File: config.mk
export PLATFORM = sky130hd
export DESIGN_NAME = sram_bist_client
export DESIGN_NICKNAME = d
export VERILOG_FILES = /design/src/rtl/sram_bist_pkg.sv /design/src/rtl/sram_bist_pattern.sv /design/src/rtl/sram_bist_client.sv
export SDC_FILE = /design/constraint.sdc
export NUM_CORES = 1
export LEC_CHECK = 0
export ABC_AREA = 1
export BUFFER_PORTS_ARGS = -buffer_cell sky130_fd_sc_hd__buf_2
export CORE_MARGIN = 8
export CORE_UTILIZATION = 55
export CTS_BUF_LIST = sky130_fd_sc_hd__clkbuf_8
export CTS_CLUSTER_DIAMETER = 150
export DETAILED_ROUTE_END_ITERATION = 6
export GPL_TIMING_DRIVEN = 0
export PLACE_DENSITY = 0.82
export SETUP_SLACK_MARGIN = 0.5
export SKIP_CTS_REPAIR_TIMING = 1
export SYNTH_ARGS = -nofsm -noshare
export SYNTH_HDL_FRONTEND = slang
export SYNTH_HIERARCHICAL = 1
export SYNTH_SLANG_ARGS = --single-unit
File: constraint.sdc
create_clock -name clk -period 8.9 [get_ports clk]
set_input_delay 1.78 -clock clk [delete_from_list [all_inputs] [get_ports clk]]
set_output_delay 1.78 -clock clk [all_outputs]
set_load 0.02 [all_outputs]
File: src/rtl/sram_bist_pkg.sv
// Shared definitions for the SRAM memory-test client.
// Holds the FSM state encoding, the data pattern selector codes, the
// checkerboard constants and the error counter saturation value.
package sram_bist_pkg;

  // Test sequencer states
  typedef enum logic [2:0] {
    ST_IDLE  = 3'd0,
    ST_WRITE = 3'd1,
    ST_READ  = 3'd2,
    ST_RWAIT = 3'd3,
    ST_DONE  = 3'd4
  } state_t;

  // pattern_sel codes
  localparam logic [1:0] PAT_ADDR = 2'd0;  // addr[15:0]
  localparam logic [1:0] PAT_INV  = 2'd1;  // ~addr[15:0]
  localparam logic [1:0] PAT_CHK  = 2'd2;  // checkerboard on addr[0]
  localparam logic [1:0] PAT_SWAP = 2'd3;  // byte-swapped address

  // Checkerboard words for even / odd addresses
  localparam logic [15:0] CHK_EVEN = 16'h5555;
  localparam logic [15:0] CHK_ODD  = 16'hAAAA;

  // Error counter ceiling
  localparam logic [15:0] ERR_SAT = 16'hFFFF;

endpackage

File: src/rtl/sram_bist_pattern.sv
// Combinational test-pattern generator.
// Maps the low 16 address bits and a pattern selector to a data word.
// Ports:
//   addr        in  16      low address bits of the location under test
//   pattern_sel in  2       pattern code (see sram_bist_pkg)
//   data        out DATA_W  pattern word, resized to the data bus width
module sram_bist_pattern
  import sram_bist_pkg::*;
#(
  parameter int DATA_W = 16
) (
  input  logic [15:0]       addr,
  input  logic [1:0]        pattern_sel,
  output logic [DATA_W-1:0] data
);

  logic [15:0] pat_s;

  // Select the 16-bit pattern word for this address
  always_comb begin
    pat_s = addr;
    case (pattern_sel)
      PAT_ADDR: pat_s = addr;
      PAT_INV:  pat_s = ~addr;
      PAT_CHK: begin
        if (addr[0]) begin
          pat_s = CHK_ODD;
        end else begin
          pat_s = CHK_EVEN;
        end
      end
      PAT_SWAP: pat_s = {addr[7:0], addr[15:8]};
      default:  pat_s = addr;
    endcase
  end

  assign data = DATA_W'(pat_s);

endmodule

File: src/rtl/sram_bist_client.sv
// SRAM memory-test initiator.
// Writes a selectable pattern over [addr_lo..addr_hi] through the SRAM
// controller request interface, reads the range back, and reports pass/fail,
// a saturating mismatch count and the first failing address/data.
// Ports:
//   clk, reset                 clock, asynchronous active-high reset
//   start                      one-cycle pulse, ignored while busy
//   pattern_sel, addr_lo/hi    test setup, sampled on start
//   mem, rw, addr, data_f2s    request to the controller (held until accepted)
//   ready                      controller accepts when mem & ready
//   data_s2f_r                 registered read data, valid READ_LAT edges
//                              after read acceptance
//   busy, done, pass           status; done/pass held until next start
//   err_count                  mismatch count, saturating
//   first_err_addr/_data       location and read data of the first mismatch
module sram_bist_client
  import sram_bist_pkg::*;
#(
  parameter int ADDR_W   = 18,
  parameter int DATA_W   = 16,
  parameter int READ_LAT = 2
) (
  input  logic              clk,
  input  logic              reset,
  input  logic              start,
  input  logic [1:0]        pattern_sel,
  input  logic [ADDR_W-1:0] addr_lo,
  input  logic [ADDR_W-1:0] addr_hi,
  output logic              mem,
  output logic              rw,
  output logic [ADDR_W-1:0] addr,
  output logic [DATA_W-1:0] data_f2s,
  input  logic              ready,
  input  logic [DATA_W-1:0] data_s2f_r,
  output logic              busy,
  output logic              done,
  output logic              pass,
  output logic [15:0]       err_count,
  output logic [ADDR_W-1:0] first_err_addr,
  output logic [DATA_W-1:0] first_err_data
);

  // Latency counter starts one below READ_LAT so the compare lands on the
  // edge where the controller's registered data is valid.
  localparam logic [2:0] LAT_LOAD = 3'(READ_LAT - 1);

  state_t            state_r, state_nxt_s;
  logic [ADDR_W-1:0] cur_r, cur_nxt_s;
  logic [ADDR_W-1:0] lo_r, lo_nxt_s;
  logic [ADDR_W-1:0] hi_r, hi_nxt_s;
  logic [1:0]        sel_r, sel_nxt_s;
  logic [DATA_W-1:0] exp_r, exp_nxt_s;
  logic [ADDR_W-1:0] chk_addr_r, chk_addr_nxt_s;
  logic [2:0]        lat_r, lat_nxt_s;
  logic [15:0]       err_count_r, err_nxt_s;
  logic [ADDR_W-1:0] ferr_addr_r, ferr_addr_nxt_s;
  logic [DATA_W-1:0] ferr_data_r, ferr_data_nxt_s;
  logic              done_r, done_nxt_s;
  logic              pass_r, pass_nxt_s;
  logic              busy_r, busy_nxt_s;
  logic              mem_r, mem_nxt_s;
  logic              rw_r, rw_nxt_s;
  logic [ADDR_W-1:0] addr_r, addr_nxt_s;
  logic [DATA_W-1:0] wdata_r, wdata_nxt_s;

  logic              accept_s;
  logic [DATA_W-1:0] wpat_s;
  logic [DATA_W-1:0] epat_s;

  assign accept_s = mem_r & ready;

  // Write data is generated for the address being presented next cycle,
  // so the registered request outputs line up with the registered address.
  sram_bist_pattern #(.DATA_W(DATA_W)) u_wr_pat (
    .addr        (cur_nxt_s[15:0]),
    .pattern_sel (sel_nxt_s),
    .data        (wpat_s)
  );

  // Expected data for the read currently being requested
  sram_bist_pattern #(.DATA_W(DATA_W)) u_exp_pat (
    .addr        (cur_r[15:0]),
    .pattern_sel (sel_r),
    .data        (epat_s)
  );

  // Sequencer: next state, address walk, compare and status bookkeeping
  always_comb begin
    state_nxt_s     = state_r;
    cur_nxt_s       = cur_r;
    lo_nxt_s        = lo_r;
    hi_nxt_s        = hi_r;
    sel_nxt_s       = sel_r;
    exp_nxt_s       = exp_r;
    chk_addr_nxt_s  = chk_addr_r;
    lat_nxt_s       = lat_r;
    err_nxt_s       = err_count_r;
    ferr_addr_nxt_s = ferr_addr_r;
    ferr_data_nxt_s = ferr_data_r;
    done_nxt_s      = done_r;
    pass_nxt_s      = pass_r;
    case (state_r)
      ST_IDLE, ST_DONE: begin
        if (start) begin
          lo_nxt_s        = addr_lo;
          hi_nxt_s        = addr_hi;
          sel_nxt_s       = pattern_sel;
          cur_nxt_s       = addr_lo;
          err_nxt_s       = 16'h0000;
          ferr_addr_nxt_s = '0;
          ferr_data_nxt_s = '0;
          done_nxt_s      = 1'b0;
          pass_nxt_s      = 1'b0;
          if (addr_lo > addr_hi) begin
            // Empty range: report failure without touching memory
            state_nxt_s = ST_DONE;
            done_nxt_s  = 1'b1;
          end else begin
            state_nxt_s = ST_WRITE;
          end
        end else begin
          state_nxt_s = state_r;
        end
      end
      ST_WRITE: begin
        if (accept_s) begin
          // Compare before incrementing so hi at the top of the space never wraps
          if (cur_r == hi_r) begin
            cur_nxt_s   = lo_r;
            state_nxt_s = ST_READ;
          end else begin
            cur_nxt_s = cur_r + ADDR_W'(1);
          end
        end else begin
          state_nxt_s = ST_WRITE;
        end
      end
      ST_READ: begin
        if (accept_s) begin
          exp_nxt_s      = epat_s;
          chk_addr_nxt_s = cur_r;
          lat_nxt_s      = LAT_LOAD;
          state_nxt_s    = ST_RWAIT;
        end else begin
          state_nxt_s = ST_READ;
        end
      end
      ST_RWAIT: begin
        if (lat_r == 3'd0) begin
          if (data_s2f_r != exp_r) begin
            if (err_count_r != ERR_SAT) begin
              err_nxt_s = err_count_r + 16'd1;
            end else begin
              err_nxt_s = err_count_r;
            end
            // Count is never zero again once a mismatch has been seen
            if (err_count_r == 16'h0000) begin
              ferr_addr_nxt_s = chk_addr_r;
              ferr_data_nxt_s = data_s2f_r;
            end else begin
              ferr_addr_nxt_s = ferr_addr_r;
            end
          end else begin
            err_nxt_s = err_count_r;
          end
          if (chk_addr_r == hi_r) begin
            state_nxt_s = ST_DONE;
            done_nxt_s  = 1'b1;
            pass_nxt_s  = (err_nxt_s == 16'h0000);
          end else begin
            cur_nxt_s   = cur_r + ADDR_W'(1);
            state_nxt_s = ST_READ;
          end
        end else begin
          lat_nxt_s = lat_r - 3'd1;
        end
      end
      default: begin
        state_nxt_s = ST_IDLE;
      end
    endcase
  end

  // Request and busy outputs derived from the upcoming state
  always_comb begin
    busy_nxt_s  = (state_nxt_s == ST_WRITE) || (state_nxt_s == ST_READ) ||
                  (state_nxt_s == ST_RWAIT);
    mem_nxt_s   = (state_nxt_s == ST_WRITE) || (state_nxt_s == ST_READ);
    rw_nxt_s    = (state_nxt_s != ST_WRITE);
    addr_nxt_s  = addr_r;
    wdata_nxt_s = wdata_r;
    if (mem_nxt_s) begin
      addr_nxt_s = cur_nxt_s;
    end else begin
      addr_nxt_s = addr_r;
    end
    if (state_nxt_s == ST_WRITE) begin
      wdata_nxt_s = wpat_s;
    end else begin
      wdata_nxt_s = wdata_r;
    end
  end

  // State, datapath and output registers
  always_ff @(posedge clk or posedge reset) begin
    if (reset) begin
      state_r     <= ST_IDLE;
      cur_r       <= '0;
      lo_r        <= '0;
      hi_r        <= '0;
      sel_r       <= 2'd0;
      exp_r       <= '0;
      chk_addr_r  <= '0;
      lat_r       <= 3'd0;
      err_count_r <= 16'h0000;
      ferr_addr_r <= '0;
      ferr_data_r <= '0;
      done_r      <= 1'b0;
      pass_r      <= 1'b0;
      busy_r      <= 1'b0;
      mem_r       <= 1'b0;
      rw_r        <= 1'b1;
      addr_r      <= '0;
      wdata_r     <= '0;
    end else begin
      state_r     <= state_nxt_s;
      cur_r       <= cur_nxt_s;
      lo_r        <= lo_nxt_s;
      hi_r        <= hi_nxt_s;
      sel_r       <= sel_nxt_s;
      exp_r       <= exp_nxt_s;
      chk_addr_r  <= chk_addr_nxt_s;
      lat_r       <= lat_nxt_s;
      err_count_r <= err_nxt_s;
      ferr_addr_r <= ferr_addr_nxt_s;
      ferr_data_r <= ferr_data_nxt_s;
      done_r      <= done_nxt_s;
      pass_r      <= pass_nxt_s;
      busy_r      <= busy_nxt_s;
      mem_r       <= mem_nxt_s;
      rw_r        <= rw_nxt_s;
      addr_r      <= addr_nxt_s;
      wdata_r     <= wdata_nxt_s;
    end
  end

  assign mem            = mem_r;
  assign rw             = rw_r;
  assign addr           = addr_r;
  assign data_f2s       = wdata_r;
  assign busy           = busy_r;
  assign done           = done_r;
  assign pass           = pass_r;
  assign err_count      = err_count_r;
  assign first_err_addr = ferr_addr_r;
  assign first_err_data = ferr_data_r;

endmodule
* Yosys cells after proc, flatten, opt, wreduce, memory -nomap -nowiden *
Index checks and enable logic that the tools add are counted.

operators by class
  $add $sub $neg = 3
  multipliers = 0
  div/mod/pow operators = 0
  $lt $le $gt $ge = 1
  equal/unequal tests = 25
  shifts and indexed selects = 0
  muxes and demuxes = 48
  bitwise operators = 3
  reduce and logical (&&, ||, !) cells = 17

operators with widths
  cell                                                 count
  two-way mux 16 bit                                   11
  two-way mux 18 bit                                   9
  one-hot mux 16 bit (4 select lines)                  2
  one-hot mux 16 bit (2 select lines)                  2
  one-hot mux 18 bit (3 select lines)                  1
  equality test 18 bit                                 2
  one-hot mux 18 bit (2 select lines)                  1
  logical NOT 16 bit                                   2
  NOT 16 bit                                           2
  two-way mux 3 bit                                    8
  adder 18 x 1 -> 18 bit, second input constant        1
  greater-than comparator 18 bit                       1
  adder 16 x 1 -> 16 bit, second input constant        1
  inequality test 16 bit                               1
  inequality test 16 bit, second input constant        1
  inequality test 2 bit, second input constant         7
  equality test 3 x 2 -> 1 bit, second input constant  4
  one-hot mux 3 bit (4 select lines)                   1
  equality test 2 bit, second input constant           4
  two-way mux 1 bit                                    8
  equality test 3 x 1 -> 1 bit, second input constant  2
  logical NOT 3 bit                                    2
  one-hot mux 3 bit (2 select lines)                   1
  AND reduction 3 bit                                  2
  14 further kinds                                     21

storage, ports and cells
  register bits after elaboration = 185
  latch bits = 0
  bits in writable memories = 0
  ROM bits = 0
  input port bits = 58
  output and inout bits = 89
  word-level logic and storage cells = 115
  memories kept = 0

* Longest topological paths before layout *
Gate-level depths: netlist of the first run.

  word-level depth = 9
  depth in mapped cells = 21
  mapped depth without buffers = 19

* Cells and area by module *
Netlist of the first run, hierarchy kept.

modules (own cells, without submodules)
  module             times used  cells each  area each (sq um)  seq. area each (sq um)
  sram_bist_client   1           1463        10533.9            4630.7
  sram_bist_pattern  2           95          431.7              0.0

* Worst setup path before layout of the first run *
OpenSTA, ideal clock, no wires.

  kind = input to register
  start = input port addr_hi[9]
  end = register addr_r[0], in the netlist addr[0]
  library setup time = 118 ps
  arrival time = 3327 ps
  data required time = 8782 ps
  path slack = 5455 ps
  stages on the path = 15
  path buffers = 2
  cells stage by stage = inv_1 ha_1 nand2_1 nor2_1 nand3_1 nor2_1 nor2_1 nand2_1 nand2_1 nand2_1 nand4_4 buf_6 buf_6 nand3_1 nand2_1

on the way
  longest elaborated chain between the ends = 6
  elaborated cells between the ends (all ways) = 7
  those cells by class = order compare (1); eq/ne (2); mux (3); reduce/logical (1)

ends and longest elaborated chain
  item                                                                          RTL line                 text
  start: declaration                                                            sram_bist_client.sv:28   input logic [ADDR_W-1:0] addr_hi,
  greater-than comparator 18 bit (*)                                            sram_bist_client.sv:114  if (addr_lo > addr_hi) begin
  two-way mux 3 bit (*)                                                         sram_bist_client.sv:114
  two-way mux 3 bit (*)                                                         sram_bist_client.sv:104  if (start) begin
  one-hot mux 3 bit (4 select lines) (*)                                        sram_bist_client.sv:102  case (state_r)
  equality test 3 x 1 -> 1 bit or equality test 3 x 2 -> 1 bit (tied branches)  sram_bist_client.sv:188  mem_nxt_s = (state_nxt_s == ST_WRITE) || (state_nxt_s == ST_READ);
  logical OR 1 bit (*)                                                          sram_bist_client.sv:188
  end signal: assignment                                                        sram_bist_client.sv:242  addr_r <= addr_nxt_s;
  end: declaration                                                              sram_bist_client.sv:63   logic [ADDR_W-1:0] addr_r, addr_nxt_s;

Every way passes the cells marked *; elsewhere a longest branch is shown, timed or not.
A chain may end at the register's enable or synchronous reset.

* Worst setup path in the final report of the first run *
  start = input port start
  end = register wdata_r[2], in the netlist data_f2s[2]

on the way
  longest elaborated chain between the ends = 4
  elaborated cells between the ends (all ways) = 14
  those cells by class = eq/ne (4); mux (8); bitwise (1); reduce/logical (1)

ends and longest elaborated chain
  item                                         RTL line                 text
  start: declaration                           sram_bist_client.sv:25   input logic start,
  two-way mux 2 bit (*)                        sram_bist_client.sv:104
  two-way mux 2 bit (*)                        sram_bist_client.sv:102
  via sel_nxt_s[0]                             sram_bist_client.sv:51   logic [1:0] sel_r, sel_nxt_s;
  equality test 2 bit (tied with other cells)  sram_bist_pattern.sv:22  case (pattern_sel)
  one-hot mux 16 bit (4 select lines) (*)      sram_bist_pattern.sv:22
  via wpat_s[2]                                sram_bist_client.sv:67   logic [DATA_W-1:0] wpat_s;
  end signal: assignment                       sram_bist_client.sv:243  wdata_r <= wdata_nxt_s;
  end: declaration                             sram_bist_client.sv:64   logic [DATA_W-1:0] wdata_r, wdata_nxt_s;

The timed path passes the listed nets; every way through them passes the cells marked *.

==> results of run 1 <==
[through the flow]
| stage | setup WS (ns) | hold slack [ns] | power, W |
|---|---|---|---|
| 2_1_floorplan | 2.09 | 0.449 | 0.00299 |
| 3_3_place_gp | 0.0561 | 0.451 | 0.00368 |
| 3_5_place_dp | 4.69 | 0.457 | 0.00373 |
| 4_1_cts | 5.19 | 0.480 | 0.00428 |
| 5_1_grt | 4.89 | 0.502 | 0.00465 |
| 6_report | 5.07 | 0.477 | 0.00432 |
[how the worst min path moves through the flow]
stage	endpoint	slack (ns)	cells after the start
after floorplan	lo_r[10]	0.45	2
after global placement	data_f2s[12]	0.45	2
after detailed placement	data_f2s[12]	0.46	2
after CTS	data_f2s[5]	0.48	2
after global routing	data_f2s[5]	0.50	2
final	data_f2s[0]	0.48	2
[layout make-up]
| type | instances | area share, % |
|---|---|---|
| Clock inverter | 14 | 0.837 |
| Clock buffer | 18 | 1.93 |
| Tap cell | 270 | 2.63 |
| Sequential cell | 185 | 36.0 |
| Timing Repair Buffer | 147 | 5.90 |
| Multi-Input combinational cell | 1164 | 43.0 |
| Buffer | 76 | 2.91 |
| Inverter | 228 | 6.75 |
[report_power, final]
group / switching (W) / internal [W]
clock network: 0.000317 / 0.000226
logic: 0.00164 / 0.000729
registers: 0.000289 / 0.00112
total: 0.00225 / 0.00208
[cells by family after synthesis]
family | Yosys count | share of synthesized area, %
simple gates | 946 | 35.7
xor+xnor | 22 | 1.69
flops | 185 | 40.6
fa+ha+maj | 23 | 2.53
compound gates | 173 | 8.60
buf+inv | 304 | 10.8
[layout by cell type (no fill, tap or decap), drive strengths merged]
| cell | count |
|---|---|
| o21bai | 1 |
| a22oi | 18 |
| nand4 | 82 |
| nor3 | 6 |
| nor2 | 85 |
| clkinv | 7 |
| buf | 187 |
| o22ai | 42 |
| clkinvlp | 1 |
| nor4 | 1 |
| xor2 | 22 |
| bufinv | 1 |
| inv | 233 |
| nand2 | 611 |
| a21o | 1 |
| o221ai | 1 |
| ha | 23 |
| o21ai | 69 |
| a21oi | 38 |
| o21a | 2 |
| dfstp | 1 |
| nand3 | 161 |
| clkbuf | 54 |
| dfrtp | 184 |
| o31ai | 1 |
[metal layers]
layer  share of wire [%]  vias up  GRT usage, %
met3                 8.0      116          5.50
met4                 3.9        0          11.9
li1                    -     5636             -
met5                   0        -             0
met1                  42     5563          36.3
met2                  46      553          45.2
[state kept, by name, summed over array words and instances (netlist names)]
signal	count
addr	18
busy	1
chk_addr_r	18
cur_r	18
data_f2s	16
done	1
err_count	16
exp_r	16
first_err_addr	18
first_err_data	16
hi_r	18
lat_r	3
lo_r	18
mem	1
pass	1
rw	1
sel_r	2
state_r	3
[worst max-delay path: stages]
cell and delay [ns]:
buf_2 0.11, nand2_1 0.08, inv_1 0.22, clkbuf_1 0.41
buf_1 0.50, nand2_1 0.10, nand2_1 0.22, clkbuf_1 0.40
nand3_1 0.13, nand4_1 0.15, nand2_1 0.07, nand2_1 0.09
==> results.cfg, run 1 <==
[synth]
netlist_instances = 1653
synth_ff_type = dfrtp_1
async_flop_share_pct = 100
ys_seq_elements = 185
yosys-top-cells-area = dfrtp_1 40%, nand2_1 20%, inv_1 7.2%
post_synth.cell_area_avg_um2 = 6.89
synth_top_area_share_pct = 40.4
syn-num-nets = 1734
syn-cell-area_um2 = 11400
synth_cell_type_count = 37
yosys-top-cells-count = 608 x nand2_1, 218 x inv_1, 184 x dfrtp_1, 156 x nand3_1, 80 x nand4_1
yosysTopAreaCell = dfrtp_1
yosys_warnings = 6
synth.yosys.seq_area_share_pct = 40.6
synth.most_common_cell = nand2_1
synth-edff-count = 0

[run_status]
status = completed

[clocking]
cts_buffer_depth = 2
numCtsBuffers = 17
clk_latency_ns = 0.49
clk_pin_slew_ns = 0.10
h-tree-depth = 4
cts_sinks = 185
cts-root-buf = clkbuf_8
cts_tree = done

[routing]
ant_nets = 0
drtIter0Drc = 1333
via_per_inst = 5.65
drt-total-wl_mm = 36.0
routedWlPerCell_um = 17.1
dr.pass1.iters = 5
vias = 11900
drc = 0

[sta]
fin_crit_sh_pct = 43.0
clock.fmax_mhz = 261
period_needed_ns = 3.83
tightest_slew_ns = 0.827
setup_viol = 0
rsz0062_at_grt = false
slew-limit-headroom_pct = 44.9
hold_viol = 0
fin_skew_ns = 0.0162
setup_tns_ns = 0
slew_violations = 0

[final_layout]
stdcell_area_um2 = 12900
fin_util_pct = 63.3
multi_input_area_um2 = 5530
fill_cells = 1956
seq_area_um2 = 4630
area_growth_pct = 12.8
drive_gt1_share_pct = 13.0
finalNonFillerCells = 2102
fin_nets = 1900
n_antenna_cell = 0

[setup_path]
r2r_start = state_r[0]
endpoint = data_f2s[2]
r2r_slack_ns = 5.57
cp-end-kind = flop
arrival_ns = 4.26
required_ns = 9.33
cp-startpoint = start
path_max_fanout = 10
cp-start-kind = input pin
crit_type = in2reg
rr_endpoint = data_f2s[2]
rr_worst_depth = 12

[global_routing]
gr-total-overflow = 0
antenna_found_initial = 0
grt_pass1_vias = 11300
grt_usage_pct = 28.1
grt_pass1_wl_mm = 58.6
grt_start_max_net_pins = 96

[job]
drv_cap = 0

[hold_path]
hold_class = reg2reg
min_from = data_f2s[0]

[pwr]
ir_drop_mv = 0.203
cellPowerDensity_nw_per_um2 = 336
p_leak_nw = 6.92

[die]
die_x_um = 160
core_um2 = 20300
fp-row-count = 52
initial_core_util_pct = 56.1
die_height_um = 160
num_io_pins = 147
dieArea_um2 = 25600

[placed_design]
place_area_um2 = 12500
dp.cells = 2070
globalplace.congestion = 0.972
port_buffers = 146
dp_hpwl_mm = 27.4
No activity file was read; power rests on OpenSTA's default activity.
==> inputs of run 2 (changes only) <==
Settings changed: PLACE_DENSITY 0.82 to 0.85.
Clock period 8.9 ns to 3.1 ns, I/O delays scaled along.
==> run 2 against run 1 <==
Against the previous run: cell area increased by 6.2%; clock-buffer cell count increased by 1; largest power group unchanged; clock power increased to 3.2 times the previous value; critical path type is now reg2reg.
==> results.cfg, run 2 (synthesis results as in run 1) <==
[global_routing]
grt_start_max_net_pins = 44
antenna_found_initial = 0
grt_pass1_wl_mm = 58.8
grt_pass1_vias = 11500
gr-total-overflow = 0
grt_usage_pct = 28.2

[die]
num_io_pins = 147
fp-row-count = 52
die_x_um = 160
die_height_um = 160
dieArea_um2 = 25600
initial_core_util_pct = 56.1
core_um2 = 20300

[setup_path]
r2r_start = state_r[0]
slowest_stage = dfrtp_2
crit_type = reg2reg
cp_common_cell = nand2_1
rr_worst_depth = 14
endpoint = data_f2s[7]
required_ns = 3.52
r2r_slack_ns = 0.58
rr_endpoint = data_f2s[7]
cp-start-kind = flop
cp-startpoint = state_r[0]
cp_slowest_stage_delay_ns = 0.47
crit_chain = nor2_4 -> nand2_1 -> inv_2 -> clkbuf_4 -> clkbuf_4 -> nand2_1 -> nand2_1 -> inv_2 -> nor2_1 -> clkbuf_4 -> nand2_1 -> nand4_1 -> nand2_1 -> nand2_1
path_max_fanout = 10
arrival_ns = 2.94
cp-end-kind = flop

[final_layout]
finalNonFillerCells = 2158
layout_commonest_cell = nand2_1
n_antenna_cell = 0
stdcell_area_um2 = 13600
area_growth_pct = 19.7
final_cell_mix = 603 x nand2_1, 210 x inv_1, 169 x dfrtp_1
drive_gt1_share_pct = 19.0
fin_nets = 1956

[placed_design]
globalplace.congestion = 0.944
pre_cts_ws_ns = -0.0112
port_buffers = 146
place_area_um2 = 12600
dp.cells = 2074
dp_hpwl_mm = 28.0

[pwr]
p_leak_nw = 7.27
total_power_w = 0.0137
ir_drop_mv = 0.543
cellPowerDensity_nw_per_um2 = 1000

[job]
drv_cap = 0

[hold_path]
hold_class = in2async

[sta]
fin_crit_sh_pct = 81.2
setup_tns_ns = 0
slew_violations = 0
worst_slack_ns = 0.583
setup_viol = 0
slew-limit-headroom_pct = 57.3
fin_skew_ns = 0.0136
rsz0062_at_grt = true
period_needed_ns = 2.52
tightest_slew_ns = 0.641
clock.fmax_mhz = 397
hold_viol = 0

[routing]
via_per_inst = 5.64
ant_nets = 0
drc = 0
drtIter0Drc = 1469
routedWlPerCell_um = 17.4
vias = 12200
dr.pass1.iters = 6
drt-total-wl_mm = 37.6

[clocking]
clk_latency_ns = 0.48
cts_tree = done
h-tree-depth = 4
cts-root-buf = clkbuf_8
cts_buffer_depth = 2
clk_pin_slew_ns = 0.10
cts_sinks = 185
numCtsBuffers = 17

[run_status]
status = completed
==> run 2: changes by cell type in the layout (fill, tap and decap cells not counted), moves of 7 or more <==
cell	before	now
buf_4	8	59
buf_6	4	12
inv_1	221	210
dfrtp_2	0	15
dfrtp_1	184	169
inv_2	8	15
nor2_2	5	12
clkbuf_1	35	22
clkbuf_2	1	11
buf_2	168	156
clkbuf_4	0	8
nor2_1	78	66
==> run 2: area by class of cell <==
cell class / instances / area, um^2
sequential: 185 / 4650
inverter: 228 / 875
multi-input combinational: 1164 / 5660
timing repair buffer: 203 / 1220
clock buffer: 19 / 262
fill: 1784 / 6650
clock inverter: 13 / 153
buffer: 76 / 488
tap: 270 / 338
==> run 2: how the worst min path moves through the flow <==
stage / from / end / slack (ns) / cells past startpoint
2_1_floorplan: lo_r[10] / lo_r[10] / 0.45 / 2
3_3_place_gp: data_f2s[14] / data_f2s[14] / 0.45 / 2
3_5_place_dp: data_f2s[9] / data_f2s[9] / 0.46 / 2
4_1_cts: reset / err_count[5] / 0.03 / 2
5_1_grt: reset / err_count[4] / 0.04 / 2
6_report: reset / err_count[5] / 0.04 / 2
==> run 2: critical path, delay by kind of cell (launching register included) <==
family,cells,cell delay (ns)
buffers and inverters,5,1.01
flip-flops,1,0.47
AND/OR/NAND/NOR,9,0.97
==> run 2: metal layers <==
metal  track usage (%)  vias to the layer above  part of all wire (%)
li1                  -                     5752                     -
met1              36.0                     5660                    41
met2              45.1                      628                    46
met3              4.94                      122                   8.8
met4              14.6                        0                   4.5
met5                 0                        -                     0
==> run 2: per-stage QoR <==
step | hold WS [ns] | utilization [%]
after floorplan | 0.449 | -
after global placement | 0.452 | 61.4
after detailed placement | 0.458 | 61.9
after CTS | 0.0284 | 64.0
after global routing | 0.0379 | 67.2
final | 0.0439 | 67.2
==> run 2: where the power goes <==
part | internal [W] | switching (W) | total (W)
Sequential | 0.00324 | 0.000730 | 0.00397
Clock | 0.000836 | 0.000916 | 0.00175
Combinational | 0.00273 | 0.00520 | 0.00793
Total | 0.00681 | 0.00685 | 0.0137
==> inputs of run 3 (changes only) <==
Clock period 3.1 ns to 2.3 ns, I/O delays scaled along.
==> run 3 against run 2 <==
Against the previous run: maximum frequency fell by 0.64%; critical path depth rose by 3; cell count rose by 2.5%; clock power rose by 36%; clock skew rose by 0.0038 ns; sequential share of layout area fell by 2.9 points; cell area rose by 9.5%; hold slack improved by 0.089 ns; global-route usage rose by 0.45 points; the run now ends with negative setup slack left; wire length rose by 6.8%; highest routed layer unchanged; setup slack got worse by 0.82 ns.
==> results.cfg, run 3 (synthesis results as in run 1) <==
[die]
dieArea_um2 = 25600
fp-row-count = 52
die_height_um = 160
core_um2 = 20300
die_x_um = 160
initial_core_util_pct = 56.1
num_io_pins = 147

[sta]
slew-limit-headroom_pct = 41.2
fin_skew_ns = 0.0174
rsz0062_at_grt = true
slew_violations = 0
worst_slack_ns = -0.233
fin_crit_sh_pct = 110
setup_viol = 33
tightest_slew_ns = 0.880
period_needed_ns = 2.53
clock.fmax_mhz = 395
hold_viol = 0

[setup_path]
crit_chain = inv_1 -> nand2_1 -> nand2_1 -> nor2_1 -> nand2_1 -> nor2_2 -> nand3_4 -> nand2_8 -> buf_8 -> nand2_1 -> nand3_1 -> nand4_1 -> buf_4 -> nand3_1 -> nand4_1 -> nand2_1 -> nand2_1
slowest_stage = dfrtp_1
path_max_fanout = 6
rr_endpoint = data_f2s[14]
arrival_ns = 2.92
cp_slowest_stage_delay_ns = 0.42
cp-end-kind = flop
crit_type = reg2reg
cp-start-kind = flop
r2r_slack_ns = -0.23
crit_family = simple AND/OR/NAND/NOR gates
required_ns = 2.69
worst-path-buf-inv = 3
cp_common_cell = nand2_1
r2r_start = hi_r[16]
rr_worst_depth = 17

[final_layout]
layout_commonest_cell = nand2_1
stdcell_area_um2 = 14900
drive_gt1_share_pct = 28.0
multi_input_area_um2 = 6210
seq_area_um2 = 4660
n_antenna_cell = 0
finalNonFillerCells = 2212
area_growth_pct = 31.1
fin_nets = 2010
fill_cells = 1573
final_cell_mix = 574 x nand2_1, 187 x inv_1, 164 x dfrtp_1

[global_routing]
grt_start_max_net_pins = 44
grt_pass1_wl_mm = 59.7
grt_usage_pct = 28.6
gr-total-overflow = 0
antenna_found_initial = 0
grt_pass1_vias = 11700

[pwr]
internal_power_w = 0.0101
p_sw_share_pct = 49.6
p_leak_nw = 7.76
power.share.sequential_pct = 26.9
power_frac_clock_pct = 11.9
cellPowerDensity_nw_per_um2 = 1340
p_sw_w = 0.00989
combPwrFrac_pct = 61.1
ir_drop_mv = 0.860

[placed_design]
pre_cts_ws_ns = -0.850
place_area_um2 = 12800
dp.cells = 2073
dp_hpwl_mm = 28.1
port_buffers = 146
globalplace.congestion = 0.984

[routing]
via_per_inst = 5.77
drtIter0Drc = 1629
vias = 12800
ant_nets = 0
routedWlPerCell_um = 18.2
drc = 0
dr.pass1.iters = 6
drt-total-wl_mm = 40.2

[clocking]
cts_tree = done
clk_pin_slew_ns = 0.10
h-tree-depth = 4
numCtsBuffers = 17
cts_buffer_depth = 2
cts_sinks = 185
clk_latency_ns = 0.49
cts-root-buf = clkbuf_8

[run_status]
violations = negative setup slack
status = finished with violations

[job]
drv_cap = 0

[hold_path]
hold_class = in2async
run 3: cell types whose count changed in the layout (fill, tap and decap cells not counted), sizes merged:
| cell | previous run | this run |
|---|---|---|
| buf | 238 | 292 |
| clkinv | 5 | 8 |
| inv | 228 | 225 |
| clkbuf | 60 | 59 |
| clkinvlp | 5 | 6 |
run 3: worst max path at each step:
| stage | end | cells past startpoint | slack [ns] | startpoint |
|---|---|---|---|---|
| after floorplan | addr[0] | 1 | -0.54 | reset |
| final | data_f2s[14] | 17 | -0.23 | hi_r[16] |
| after CTS | data_f2s[0] | 15 | -0.87 | cur_r[8] |
| after global placement | addr[1] | 2 | -1.66 | reset |
| after global routing | data_f2s[3] | 16 | -0.47 | cur_r[5] |
| after detailed placement | data_f2s[0] | 15 | -0.85 | cur_r[8] |
run 3: per-stage QoR:
stage          hold WS (ns)  total power [W]  utilization, %  setup TNS, ns
2_1_floorplan         0.449           0.0119               -         -98.94
3_3_place_gp          0.453           0.0145            62.7        -325.87
3_5_place_dp          0.456           0.0148            63.1         -22.58
4_1_cts               0.146           0.0172            65.2         -22.00
5_1_grt               0.204           0.0212            73.6          -7.51
6_report              0.133           0.0199            73.6          -3.85
run 3: cell type report:
type | instances | area share, %
repair buffers | 257 | 12.0
multi-input cells | 1164 | 41.5
plain buffers | 76 | 4.00
clock inverters | 14 | 1.14
flip-flops and latches | 185 | 31.2
inverters | 228 | 6.22
well taps | 270 | 2.26
clock buffers | 18 | 1.66
run 3: worst reg2reg max path, delay by kind of cell, from the launching register on:
family                 cells  cell delay (ns)
and+or+nand+nor           14             1.54
buffers and inverters      3             0.47
DFF                        1             0.42
run 3: power by group through the flow:
stage / clock [W] / sequential (W) / combinational (W)
6_report: 0.00238 / 0.00537 / 0.0122
4_1_cts: 0.00238 / 0.00544 / 0.00936
3_5_place_dp: 0 / 0.00550 / 0.00930
5_1_grt: 0.00251 / 0.00545 / 0.0132
2_1_floorplan: 0 / 0.00552 / 0.00635
3_3_place_gp: 0 / 0.00547 / 0.00907
run 3: routing by layer:
layer  vias to the layer above  share of wire, %  global-route usage (%)
li1                       5870                 -                       -
met1                      5946                39                    36.3
met2                       770                47                    46.2
met3                       168                10                    5.99
met4                         0               4.4                    13.2
met5                         -                 0                       0
